==> src/rtl/cordic_issuer.sv <==
`timescale 1ns/1ps
// cordic_issuer: issues commands into the 6-stage CORDIC pipeline, tracks the
// in-flight operations and collects the results into a FWFT response FIFO.
// Issue credit (FIFO entries plus in-flight ops) means a capture never finds
// the FIFO full.
module cordic_issuer #(
  parameter int DATA_WIDTH = 16,
  parameter int TAG_WIDTH  = 4,
  parameter int RSP_DEPTH  = 8
) (
  input  logic                    clk,
  input  logic                    rst_n,
  input  logic                    cmd_valid,
  output logic                    cmd_ready,
  input  logic [2:0]              cmd_mode,
  input  logic [3:0]              cmd_shift,
  input  logic [2*DATA_WIDTH-1:0] cmd_opa,
  input  logic [2*DATA_WIDTH-1:0] cmd_opb,
  input  logic [TAG_WIDTH-1:0]    cmd_tag,
  output logic                    cdc_start,
  output logic [2:0]              cdc_mode,
  output logic [3:0]              cdc_shift,
  output logic [2*DATA_WIDTH-1:0] cdc_opa,
  output logic [2*DATA_WIDTH-1:0] cdc_opb,
  input  logic [2*DATA_WIDTH-1:0] cdc_data,
  output logic                    rsp_valid,
  input  logic                    rsp_ready,
  output logic [2*DATA_WIDTH-1:0] rsp_data,
  output logic [2:0]              rsp_mode,
  output logic [TAG_WIDTH-1:0]    rsp_tag,
  output logic                    busy
);

  localparam int OW   = 2 * DATA_WIDTH;
  localparam int NSTG = 6;
  localparam int PW   = (RSP_DEPTH > 1) ? $clog2(RSP_DEPTH) : 1;
  localparam int CW   = $clog2(RSP_DEPTH + 1);
  localparam int OCW  = $clog2(RSP_DEPTH + NSTG + 1) + 1;

  typedef enum logic {IDLE, RUN} state_t;

  state_t                 state_reg, state_next;
  logic [NSTG-1:0]        vld_pipe_reg, vld_pipe_next;
  logic                   ready_reg;
  logic                   accept;
  logic                   push, pop;
  logic [TAG_WIDTH-1:0]   tag_in;
  logic [PW-1:0]          wr_ptr_reg, rd_ptr_reg;
  logic [CW-1:0]          count_reg, count_next;
  logic [OCW-1:0]         occ_next;

  logic [OW-1:0]          fifo_data_mem [RSP_DEPTH];
  logic [2:0]             fifo_mode_mem [RSP_DEPTH];
  logic [TAG_WIDTH-1:0]   fifo_tag_mem  [RSP_DEPTH];

  function automatic logic [PW-1:0] ptr_inc(input logic [PW-1:0] p);
    return (p == PW'(RSP_DEPTH - 1)) ? '0 : p + 1'b1;
  endfunction

  assign cmd_ready = ready_reg;
  assign accept    = cmd_valid && ready_reg;
  assign push      = vld_pipe_reg[NSTG-1];
  assign rsp_valid = (count_reg != '0);
  assign pop       = rsp_valid && rsp_ready;
  assign tag_in    = accept ? cmd_tag : '0;
  assign busy      = (state_reg == RUN) || rsp_valid;

  // Next-state and CORDIC drive: start stays high while anything is in flight,
  // bubbles carry all-zero fields.
  always_comb begin
    state_next = state_reg;
    cdc_start  = accept || (|vld_pipe_reg[NSTG-2:0]);
    cdc_mode   = '0;
    cdc_shift  = '0;
    cdc_opa    = '0;
    cdc_opb    = '0;
    if (accept) begin
      cdc_mode  = cmd_mode;
      cdc_shift = cmd_shift;
      cdc_opa   = cmd_opa;
      cdc_opb   = cmd_opb;
    end
    case (state_reg)
      IDLE: if (accept) state_next = RUN;
      RUN:  if (!cdc_start) state_next = IDLE;
      default: state_next = IDLE;
    endcase
  end

  // Valid pipe advances only with start; a final capture with start low
  // retires stage 5 explicitly.
  always_comb begin
    vld_pipe_next = vld_pipe_reg;
    if (cdc_start) begin
      vld_pipe_next = {vld_pipe_reg[NSTG-2:0], accept};
    end else begin
      vld_pipe_next[NSTG-1] = 1'b0;
    end
  end

  // FIFO occupancy after this cycle plus in-flight ops gives next-cycle credit.
  always_comb begin
    count_next = count_reg + CW'(push) - CW'(pop);
    occ_next   = OCW'(count_next);
    for (int i = 0; i < NSTG; i++) begin
      occ_next = occ_next + OCW'(vld_pipe_next[i]);
    end
  end

  // Control registers: FSM state, valid pipe, issue credit.
  always_ff @(posedge clk or negedge rst_n) begin
    if (!rst_n) begin
      state_reg    <= IDLE;
      vld_pipe_reg <= '0;
      ready_reg    <= 1'b0;
    end else begin
      state_reg    <= state_next;
      vld_pipe_reg <= vld_pipe_next;
      ready_reg    <= (occ_next < OCW'(RSP_DEPTH));
    end
  end

  // Tag/mode pipe, one stage per generate block, shifting in lockstep with vld.
  genvar gi;
  generate
    for (gi = 0; gi < NSTG; gi++) begin : g_meta
      logic [TAG_WIDTH-1:0] tag_q;
      logic [2:0]           mode_q;
      if (gi == 0) begin : g_head
        // First stage loads the issued command's tag and mode.
        always_ff @(posedge clk or negedge rst_n) begin
          if (!rst_n) begin
            tag_q  <= '0;
            mode_q <= '0;
          end else if (cdc_start) begin
            tag_q  <= tag_in;
            mode_q <= cdc_mode;
          end
        end
      end else begin : g_tail
        // Later stages copy the previous stage.
        always_ff @(posedge clk or negedge rst_n) begin
          if (!rst_n) begin
            tag_q  <= '0;
            mode_q <= '0;
          end else if (cdc_start) begin
            tag_q  <= g_meta[gi-1].tag_q;
            mode_q <= g_meta[gi-1].mode_q;
          end
        end
      end
    end
  endgenerate

  // Response storage write on capture.
  always_ff @(posedge clk) begin
    if (push) begin
      fifo_data_mem[wr_ptr_reg] <= cdc_data;
      fifo_mode_mem[wr_ptr_reg] <= g_meta[NSTG-1].mode_q;
      fifo_tag_mem[wr_ptr_reg]  <= g_meta[NSTG-1].tag_q;
    end
  end

  // FIFO pointers and count.
  always_ff @(posedge clk or negedge rst_n) begin
    if (!rst_n) begin
      wr_ptr_reg <= '0;
      rd_ptr_reg <= '0;
      count_reg  <= '0;
    end else begin
      if (push) wr_ptr_reg <= ptr_inc(wr_ptr_reg);
      if (pop)  rd_ptr_reg <= ptr_inc(rd_ptr_reg);
      count_reg <= count_next;
    end
  end

  assign rsp_data = fifo_data_mem[rd_ptr_reg];
  assign rsp_mode = fifo_mode_mem[rd_ptr_reg];
  assign rsp_tag  = fifo_tag_mem[rd_ptr_reg];

endmodule

==> config.mk <==
export PLATFORM = sky130hd
export DESIGN_NAME = cordic_issuer
export DESIGN_NICKNAME = d
export VERILOG_FILES = /design/src/rtl/cordic_issuer.sv
export SDC_FILE = /design/constraint.sdc
export NUM_CORES = 1
export LEC_CHECK = 0
export CAP_MARGIN = 10
export CORE_MARGIN = 1
export CORE_UTILIZATION = 53
export CTS_BUF_LIST = sky130_fd_sc_hd__clkbuf_2 sky130_fd_sc_hd__clkbuf_4 sky130_fd_sc_hd__clkbuf_8
export DETAILED_ROUTE_END_ITERATION = 16
export HOLD_SLACK_MARGIN = 0.06
export PLACE_DENSITY = 0.79
export SETUP_SLACK_MARGIN = 0.5
export SLEW_MARGIN = 25
export SYNTH_ARGS = -nofsm -noshare
export SYNTH_HDL_FRONTEND = slang
export SYNTH_SLANG_ARGS = --single-unit
==> constraint.sdc <==
create_clock -name clk -period 8.7 [get_ports clk]
set_clock_uncertainty 0.05 [all_clocks]
set_input_delay 1.74 -clock clk [delete_from_list [all_inputs] [get_ports clk]]
set_output_delay 1.74 -clock clk [all_outputs]
set_load 0.005 [all_outputs]
## After elaboration in Yosys (flattened, before gate mapping)

Memory sizes are Yosys's and may differ from the RTL's.
Index checks and enable logic that the tools add are counted.

- Bits in registers: 60
- RAM bits: 312
- Bits of input ports: 111
- Output and inout port bits: 114
- Logic and storage cells: 55
- Memories: 3

Memories:

| name | words | width | read ports | clocked after memory_dff | wr ports | RTL line | source |
|---|---|---|---|---|---|---|---|
| fifo_data_mem | 8 | 32 | 1 | 0 | 1 | 52 | `logic [OW-1:0] fifo_data_mem [RSP_DEPTH];` |
| fifo_tag_mem | 8 | 4 | 1 | 0 | 1 | 54 | `logic [TAG_WIDTH-1:0] fifo_tag_mem [RSP_DEPTH];` |
| fifo_mode_mem | 8 | 3 | 1 | 0 | 1 | 53 | `logic [2:0] fifo_mode_mem [RSP_DEPTH];` |

- Add/subtract/negate cells: 10
- Order comparisons: 1
- Equality and inequality tests: 2
- Multiplexer cells: 14
- Bitwise operators: 1
- Reduce and logical (&&, ||, !) cells: 6

Operators with widths:

| operator | number |
|---|---|
| $mux 32 | 2 |
| $add 5x1->5 | 5 |
| $mux 3 | 3 |
| $mux 4 | 2 |
| $add 3x1->3 const B | 2 |
| $eq 3x3->1 const B | 2 |
| $add 4x1->5 | 1 |
| $lt 5x4->1 const B | 1 |
| $mux 1 | 5 |
| $mux 5 | 1 |
| $reduce_or 5->1 | 1 |
| $add 4x1->4 | 1 |
| $reduce_bool 4->1 | 1 |
| $sub 4x1->4 | 1 |
| $logic_and 1x1->1 | 2 |
| $logic_or 1x1->1 | 2 |
| $pmux 1 s2 | 1 |
| $not 1->1 | 1 |

## Logic depth before layout (Yosys ltp)

Gate-level depths: netlist of the first run.

- Depth after elaboration: 10
- Gate-level depth with buffers: 16
- Mapped depth without buffers: 16

## Worst setup path after synthesis of the first run

No wires, ideal clock.

- Kind: input to output
- Start point: input port cmd_valid
- End point: output port cdc_start
- Data arrival time: 2.630 ns
- Data required time: 6.910 ns
- Setup slack: 4.280 ns
- Cell stages on the path: 6
- Path buffers: 3
- Cell sequence: clkbuf_1 -> and2_1 -> buf_2 -> nor3_4 -> buf_6 -> inv_4

- Cells in the longest elaborated chain, start to end: 2

Ends and longest elaborated chain:

| element | RTL line | source |
|---|---|---|
| from (decl) | 13 | `input logic cmd_valid,` |
| $logic_and 1x1->1 | 61 | `assign accept = cmd_valid && ready_reg;` |
| $logic_or 1x1->1 | 72 | `cdc_start = accept \|\| (\|vld_pipe_reg[NSTG-2:0]);` |
| to (decl) | 20 | `output logic cdc_start,` |

No other way between the ends.

## Final worst setup path of the first run

Same ends and word-level chain as after synthesis.

==> results of run 1 <==
==> worst max path at each step <==
stage | to | slack [ns] | cells after the start
after global routing | rsp_tag[3] | 2.89 | 4
after global placement | cdc_start | 3.15 | 6
after detailed placement | cdc_start | 3.12 | 6
after CTS | rsp_tag[3] | 3.03 | 4
final | cdc_start | 3.11 | 6
after floorplan | cdc_start | 4.28 | 6
==> metal layers <==
layer / global-route usage / share of wire / vias to the layer above
met5: 0 / 0 / -
met4: 0.0715 / 0.026 / 0
met3: 0.0468 / 0.059 / 45
met2: 0.382 / 0.52 / 272
met1: 0.265 / 0.40 / 3875
li1: - / - / 3434
==> critical path: stages <==
cell             delay [ns]
clkdlybuf4s50_1        0.45
buf_4                  0.42
and2_1                 0.42
nor3_4                 0.09
inv_4                  0.12
clkdlybuf4s50_1        0.53
==> cells in the mapped netlist <==
library cell and number:
edfxtp_1 312, mux4_2 78, and3_1 72, mux2_2 72, dfrtp_1 60, clkbuf_1 32
inv_1 19, ha_1 13, buf_2 11, nor2_1 10, mux2_4 5, nand2_1 5
a21oi_1 4, a22o_1 4, a21o_1 3, fa_1 3, nor3_1 3, buf_4 2
buf_6 2, mux2_1 2, nand2b_1 2, o21ai_0 2, or2_2 2, and2_1 1
buf_1 1, inv_4 1, nand3_1 1, nand3b_1 1, nor2b_1 1, nor3_4 1
or3b_2 1, or4_4 1, xnor2_1 1
==> through the flow <==
step                      total power, mW  instances  hold slack, ns  setup slack, ns  cell area, um2
after floorplan                      3.52        728           0.395             4.28           14800
final                                5.59       1396           0.362             3.11           18500
after CTS                            5.67       1395           0.367             3.03           18500
after global routing                 5.89       1395           0.379             2.89           18500
after global placement               4.26       1293           0.338             3.15           17400
after detailed placement             4.31       1293           0.351             3.12           17400
==> power by group through the flow <==
| stage | clock network, mW | registers [mW] | logic, mW |
|---|---|---|---|
| after global placement | 0 | 2.44 | 1.82 |
| after CTS | 1.38 | 2.43 | 1.86 |
| after floorplan | 0 | 2.33 | 1.19 |
| final | 1.35 | 2.42 | 1.83 |
| after detailed placement | 0 | 2.46 | 1.85 |
| after global routing | 1.46 | 2.45 | 1.98 |
==> cells by family after synthesis <==
kind of cell / Yosys count / share of synthesized area
mux: 157 / 0.181
simple gates: 101 / 0.0412
buf+inv: 68 / 0.0199
xor+xnor: 1 / 0.000594
flops: 372 / 0.737
compound gates: 13 / 0.00593
fa+ha+maj: 16 / 0.0151
==> cell type report <==
class / instances / share of cell area
multi-input combinational: 288 / 0.197
clock buffer: 88 / 0.0559
sequential: 372 / 0.587
inverter: 20 / 0.00419
clock inverter: 14 / 0.00338
tap: 372 / 0.0251
timing repair buffer: 241 / 0.128
antenna: 1 / 0.000135
==> impl_results.md, run 1 <==
- Reg area: 10,900 um2
- 1st-pass router iterations: 4
- Post-synthesis sequential area ratio: 0.737
- Total track usage: 0.216
- Min-delay src: vld_pipe_reg[2]
- Synth warnings: 0
- Arrival @ worst endpoint: 3.80 ns
- Vias in the first global route: 8,248
- Netlist cell types: 33
- Post-CTS sizing: 0
- # nets final: 1,105
- Max FFs per register: 256
- DRC viols: 0
- Hold EP: vld_pipe_reg[3]
- Logic pwr share: 0.327
- CTS tree: yes
- Setup_tns: 0 ns
- Syn nets: 855
- WS Path Type: primary input to primary output
- Post-route clock period utilization: 0.643
- Relative slew margins: 0.346
- P_sw: 1.54 mW
- CTS buffer count: 55
- RSZ-0062 raised after global routing: no
- R2r setup slk: 5.17 ns
- IO Pins: 225
- Fin crit period: 5.59 ns
- Switching portion of total power: 0.275
- PwrDens: 302 nW/um2
- Std cell rows: 60
- Vias per cell: 5.46
- WP data required: 6.91 ns
- Biggest regs: fifo_data_mem: 256 flops, fifo_tag_mem: 32 flops
- Final WL: 30,000 um
- Global-route wire length before repair: 45,600 um
- Hold path depth: 0
- Mapped Area: 14,800 um2
- Critical Path Source Type: primary input
- Path depth of the worst reg2reg path: 16
- Main area contributors after synthesis: edfxtp_1 63%, mux4_2 12%, dfrtp_1 10%
- Worst setup startpoint: cmd_valid
- Multi-input gate area: 3650 um2
- Mapped Cells: 728
- Clk pin slew, worst setup/hold paths: 0.06 ns
- DR vias: 7,626
- Final Hold Vio Count: 0
- Routability cong.: 0.911
- Pleak: 6.73 nW
- Clock power share: 0.242
- Pin count of the biggest net entering global routing: 74
- Clk buf depth: 3
- I/O Buffers: 224
- CORE AREA: 27,100 um2
- Slew Limit Fails: 0
- 1st-iter DRT viols: 509
- Commonest non-fill, non-tap cell in the layout: edfxtp_1
- Share of cells above drive strength 1: 0.277
- Routed Antenna Nets: 0
- Initial antenna violation count: 1
- Die width: 169 um
- Clock tree sinks: 372
- Most frequent cells in the layout: 312 x edfxtp_1, 223 x clkdlybuf4s50_1, 78 x mux4_2, 72 x and3_1, 72 x mux2_2
- Hold-fix buffers, CTS: 0
- Post-DP HPWL: 18,800 um
- Global route overflow: 0
- Fin util: 0.684
- Max Cap Violations: 0
- Syn_area_per_cell: 20.3 um2
- Starting Density: 0.545
- CTS Root Cell: clkbuf_8
- Run status: complete, no violations
- Sequential power share: 0.432
- Worst r2r src: count_reg[2]
- Area Growth Syn to Fin: 25.6%
- Postcts setup bufs: 0
- Leading area contributor after synthesis: edfxtp_1
- Min-Delay Path Class: flop to flop
- Wire per inst: 21.5 um
- Die area: 28,500 um2
- Int Power: 4.05 mW
- R2r endpoint: cmd_ready
- Vert. Die Dim: 169 um
- Yosys top cell area share: 0.635
- Max FO, Critical Path: 72
- Fmax: 179 MHz
- Max VDD drop: 0.144 mV
- Clk_lat worst skew: 0.56 ns
- Slew @ Worst Pin: 0.981 ns
- # fillers: 1,816
- H-tree levels: 2
- Final setup fails: 0
- Reg with most FFs: fifo_data_mem
- Seq cells post-synth: 372
- CP Capture Type: primary output
Note: power is estimated with default switching activity, not from simulation.
==> run 2, diff against run 1 <==
==> constraint.sdc (replaced) <==
create_clock -name clk -period 5.7 [get_ports clk]
set_clock_uncertainty 0.05 [all_clocks]
set_input_delay 1.14 -clock clk [delete_from_list [all_inputs] [get_ports clk]]
set_output_delay 1.14 -clock clk [all_outputs]
set_load 0.005 [all_outputs]
==> run 2 against run 1 <==
  * Global-route usage is 0.23 points higher
  * Via count hardly changed
  * Wire length is 0.43% higher
  * Flip-flop and latch count stayed put
  * Cell count is 0.14% higher
  * Critical path type unchanged
  * Critical endpoint is now cdc_mode[2]
==> impl_results.md, run 2 (synthesis gave the netlist of run 1 again) <==
- Max Cap Violations: 0 (unchanged)
- 1st-pass router iterations: 4 (unchanged)
- Post-CTS sizing: 0 (unchanged)
- WS Path Type: primary input to primary output
- Share of cells above drive strength 1: 0.280 (+0.00293)
- RSZ-0062 raised after global routing: no
- Post-route clock period utilization: 0.785
- Logic pwr share: 0.323 (-0.004)
- Critical Path Source Type: primary input
- Setup_tns: 0 ns (unchanged)
- CTS Root Cell: clkbuf_8
- Design area: 18,700 um2 (+0.66%)
- CORE AREA: 27,100 um2 (unchanged)
- Relative slew margins: 0.468 (+0.122)
- Routed Antenna Nets: 0 (unchanged)
- Vias per cell: 5.46 (-0.10%)
- Final Hold Vio Count: 0 (unchanged)
- Biggest regs: fifo_data_mem: 256 flops, fifo_tag_mem: 32 flops
- Most frequent cells in the layout: 312 x edfxtp_1, 223 x clkdlybuf4s50_1, 78 x mux4_2, 72 x and3_1, 72 x mux2_2
- Switching portion of total power: 0.274 (-0.00129)
- Post-DP HPWL: 19,000 um (+0.97%)
- I/O Buffers: 224 (unchanged)
- Vias in the first global route: 8,226 (-0.27%)
- Run status: complete, no violations
- Fmax: 224 MHz
- Routability cong.: 0.880 (-3.4%)
- H-tree levels: 2 (unchanged)
- Vert. Die Dim: 169 um (unchanged)
- Final setup fails: 0 (unchanged)
- CTS tree: yes
- Hold-fix buffers, CTS: 0 (unchanged)
- Clk_lat worst skew: 0.56 ns (about the same)
- Area Growth Syn to Fin: 26.4%
- Die area: 28,500 um2 (unchanged)
- DRC viols: 0 (unchanged)
- Std cell rows: 60 (unchanged)
- Global-route wire length before repair: 46,100 um (+1.1%)
- PwrDens: 465 nW/um2 (+54%)
- Die width: 169 um (unchanged)
- Worst r2r src: count_reg[2]
- Arrival @ worst endpoint: 3.28 ns (-0.52 ns)
- Wire per inst: 21.6 um (+0.28%)
- Max FO, Critical Path: 33 (-54%)
- Commonest non-fill, non-tap cell in the layout: edfxtp_1
- Clock power share: 0.250 (+0.008)
- Initial antenna violation count: 3 (+2)
- CTS buffer count: 56 (+1.8%)
- Global route overflow: 0 (unchanged)
- 1st-iter DRT viols: 455 (-11%)
- Total track usage: 0.218 (+0.00229)
- # nets final: 1,109 (+0.36%)
- Final WL: 30,200 um (+0.43%)
- Clock tree sinks: 372 (unchanged)
- Pleak: 6.77 nW (+0.66%)
- Int Power: 6.30 mW (+56%)
- Sequential power share: 0.427 (-0.005)
- Min-delay src: vld_pipe_reg[1]
- CP Capture Type: primary output
- Max VDD drop: 0.254 mV (+77%)
- Clk pin slew, worst setup/hold paths: 0.06 ns (about the same)
- Placed Area: 17,500 um2 (+0.16%)
- Slew Limit Fails: 0 (unchanged)
- Postcts setup bufs: 0 (unchanged)
- Pin count of the biggest net entering global routing: 72 (-2.7%)
- Worst hold slack: 0.362 ns (-0.000390 ns)
- Starting Density: 0.545 (unchanged)
- Max FFs per register: 256 (unchanged)
- IO Pins: 225 (unchanged)
- Worst setup startpoint: cmd_valid
- Clk buf depth: 3 (unchanged)
- DR vias: 7,629 (+0.039%)
- Slew @ Worst Pin: 0.798 ns (-0.183 ns)
- R2r setup slk: 2.18 ns (-2.99 ns)
- WP data required: 4.51 ns (-2.40 ns)
- Reg with most FFs: fifo_data_mem
- P_sw: 2.38 mW (+55%)
- Min-Delay Path Class: flop to flop
- Fin crit period: 4.47 ns
==> run 2: changes by cell type in the layout (fill, tap and decap cells not counted), sizes merged <==
cell	delta
clkinv	-2
bufinv	+2
clkbuf	-5
diode	+2
clkinvlp	+2
buf	+3
==> run 2: worst max-delay path: stages <==
cell             delay (ns)
clkdlybuf4s50_1        0.81
buf_4                  0.30
buf_4                  0.28
and3_1                 0.23
clkdlybuf4s50_1        0.51
==> run 2: worst paths after layout <==
check                                endpoint  depth (start not counted)
setup / recovery                  cdc_mode[2]                          5
setup reg to reg                    cmd_ready                         16
hold / removal                vld_pipe_reg[2]                          0
max in group asynchronous       rd_ptr_reg[0]                          2
min in group asynchronous  g_meta[4].tag_q[2]                          2
hold reg to reg               vld_pipe_reg[2]                          0
==> run 2: cell type report <==
cell class / instances / area [um2]
Clock inverter: 16 / 131
Inverter: 20 / 77.6
Sequential cell: 372 / 10900
Fill cell: 1748 / 8440
Timing Repair Buffer: 244 / 2420
Antenna cell: 3 / 7.51
Tap cell: 372 / 465
Clock buffer: 83 / 1030
Multi-Input combinational cell: 288 / 3650
==> run 2: metrics by stage <==
| step | utilization | cells | setup slack [ns] | total power, mW |
|---|---|---|---|---|
| final | 0.688 | 1398 | 1.23 | 8.68 |
| after global routing | 0.688 | 1398 | 1.07 | 9.13 |
| after CTS | 0.687 | 1394 | 1.27 | 8.78 |
| after detailed placement | 0.644 | 1295 | 1.28 | 6.60 |
| after global placement | 0.644 | 1295 | 1.28 | 6.53 |
| after floorplan | - | 728 | 1.95 | 5.37 |
==> run 2: metal layers <==
metal | track usage | wire, um | vias up
met1 | 0.263 | 11500 | 3836
met2 | 0.384 | 15800 | 306
met3 | 0.0447 | 1910 | 51
met5 | 0 | 0 | -
li1 | - | - | 3436
met4 | 0.0905 | 880 | 0
==> run 2: power by group through the flow <==
stage	combinational [mW]	clock (mW)	sequential, mW
after floorplan	1.81	0	3.56
after global placement	2.72	0	3.81
after detailed placement	2.76	0	3.84
after CTS	2.78	2.22	3.78
after global routing	3.03	2.34	3.76
final	2.80	2.18	3.71
==> run 3, diff against run 2 <==
==> constraint.sdc (replaced) <==
create_clock -name clk -period 4.3 [get_ports clk]
set_clock_uncertainty 0.05 [all_clocks]
set_input_delay 0.86 -clock clk [delete_from_list [all_inputs] [get_ports clk]]
set_output_delay 0.86 -clock clk [all_outputs]
set_load 0.005 [all_outputs]
==> run 3 against run 2 <==
  * Non-clock buffer count up 5
  * Die area did not move
  * Worst hold slack got worse by 0.14 ns
==> impl_results.md, run 3 (synthesis gave the netlist of run 1 again) <==
- Commonest non-fill, non-tap cell in the layout: edfxtp_1
- Min-Delay Path Class: primary input to asynchronous set/reset pin
- Final WL: 30,700 um (+1.6%)
- Fmax: 275 MHz
- CP Capture Type: primary output
- Fin crit period: 3.64 ns
- # fillers: 1,735 (-0.74%)
- Met3 wire len: 2300 um (+20%)
- CTS tree: yes
- CTS buffer count: 54 (-3.6%)
- Die area: 28,500 um2 (unchanged)
- Clk pin slew, worst setup/hold paths: 0.06 ns (about the same)
- Area Growth Syn to Fin: 26.1%
- Final Hold Vio Count: 0 (unchanged)
- H-tree levels: 2 (unchanged)
- Reg with most FFs: fifo_data_mem
- Die width: 169 um (unchanged)
- Max FO, Critical Path: 39 (+18%)
- Final setup fails: 0 (unchanged)
- Run status: complete, no violations
- Path depth of the worst reg2reg path: 16 (unchanged)
- Clk buf depth: 3 (unchanged)
- Std cell rows: 60 (unchanged)
- Initial antenna violation count: 3 (unchanged)
- Max FFs per register: 256 (unchanged)
- Clock tree sinks: 372 (unchanged)
- IO Pins: 225 (unchanged)
- Slew @ Worst Pin: 0.972 ns (+0.174 ns)
- WS Path Type: flop to primary output
- Design area: 18,600 um2 (-0.30%)
- R2r endpoint: cmd_ready
- DRC viols: 0 (unchanged)
- WL met2: 15,900 um (+0.60%)
- Post-DP HPWL: 19,600 um (+3.0%)
- Max VDD drop: 0.284 mV (+12%)
- Cell Count, Final, Fillers Out: 1,405 (+0.50%)
- Placed Area: 17,500 um2 (+0.26%)
- Max layer used: met4
- Vias in the first global route: 8,412 (+2.3%)
- Global-route wire length before repair: 46,700 um (+1.3%)
- Pin count of the biggest net entering global routing: 74 (+2.8%)
- Clk_lat worst skew: 0.56 ns (about the same)
- Vias per cell: 5.52 (+1.1%)
- Most frequent cells in the layout: 312 x edfxtp_1, 223 x clkdlybuf4s50_1, 78 x mux4_2, 72 x and3_1, 72 x mux2_2
- Pleak: 6.75 nW (-0.39%)
- WP data required: 3.39 ns (-1.12 ns)
- Worst setup startpoint: rd_ptr_reg[1]
- Setup_tns: 0 ns (unchanged)
- RSZ-0062 raised after global routing: no
- Wire per inst: 21.8 um (+1.1%)
- I/O Buffers: 224 (unchanged)
- Dpl cells: 1,296 (+0.077%)
- 1st-pass router iterations: 4 (unchanged)
- CORE AREA: 27,100 um2 (unchanged)
- Routability cong.: 0.929 (+5.5%)
- Routed Antenna Nets: 0 (unchanged)
- Post-route clock period utilization: 0.846
- # nets final: 1,112 (+0.27%)
- Critical Path Source Type: flop
- PwrDens: 611 nW/um2 (+31%)
- DR vias: 7,749 (+1.6%)
- Share of cells above drive strength 1: 0.270 (-0.00967)
- M1 wire length: 11,500 um (-0.39%)
- Vert. Die Dim: 169 um (unchanged)
- Total track usage: 0.222 (+0.00347)
- Total power: 11.4 mW (+31%)
- Biggest regs: fifo_data_mem: 256 flops, fifo_tag_mem: 32 flops
- Worst r2r src: count_reg[2]
- Max Cap Violations: 0 (unchanged)
- Arrival @ worst endpoint: 2.73 ns (-0.55 ns)
- Starting Density: 0.545 (unchanged)
- R2r setup slk: 0.86 ns (-1.32 ns)
- Global route overflow: 0 (unchanged)
- CTS Root Cell: clkbuf_8
- Worst Setup EP: rsp_data[26]
- Slew Limit Fails: 0 (unchanged)
- 1st-iter DRT viols: 547 (+20%)
- Relative slew margins: 0.351 (-0.117)
- Fin util: 0.686 (-0.00208)
## run 3: worst max-delay path, cell delays in order, from the launching register on
cell	delay, ns
dfrtp_4	0.75
buf_12	0.31
mux4_2	0.34
mux2_2	0.27
clkdlybuf4s50_1	0.48
## run 3: routing by layer
layer,track usage,up-vias
li1,-,3439
met1,0.269,3920
met2,0.391,333
met3,0.0444,57
met4,0.0881,0
met5,0,-
## run 3: worst min path at each step
stage,start,to,depth (start not counted)
finish,rst_n,g_meta[5].tag_q[2],1
global route,rst_n,g_meta[2].mode_q[2],1
CTS,vld_pipe_reg[0],vld_pipe_reg[1],0
detailed placement,vld_pipe_reg[2],vld_pipe_reg[3],0
global placement,vld_pipe_reg[0],vld_pipe_reg[1],0
floorplan,g_meta[0].mode_q[1],g_meta[0].mode_q[1],1
## run 3: metrics by stage
step                      hold WS, ns  setup WS (ns)
final                           0.223          0.661
after global placement          0.347          0.671
after CTS                       0.361          0.602
after global routing            0.261          0.528
after detailed placement        0.345          0.585
after floorplan                 0.395          0.547
## run 3: area by class of cell
class                   instances  area (um2)  area share
multi-input cells             288        3650       0.196
flip-flops and latches        372       10900       0.585
diodes                          3        7.51    0.000404
clock buffers                  72         916      0.0492
repair buffers                249        2490       0.134
well taps                     372         465      0.0250
inverters                      20        77.6     0.00417
clock inverters                29         119     0.00639
## run 3: report_power, final
part	switching [mW]	leakage, nW	internal [mW]
registers	0.383	3.61	4.49
logic	1.57	2.59	2.29
clock network	1.25	0.551	1.38
## run 3: timing repair
| item | CTS | global route |
|---|---|---|
| setup endpoints to repair | 29 | 0 |
| buffers inserted | 5 | 0 |
| resized for setup | 0 | 0 |
| hold buffers | 0 | 0 |
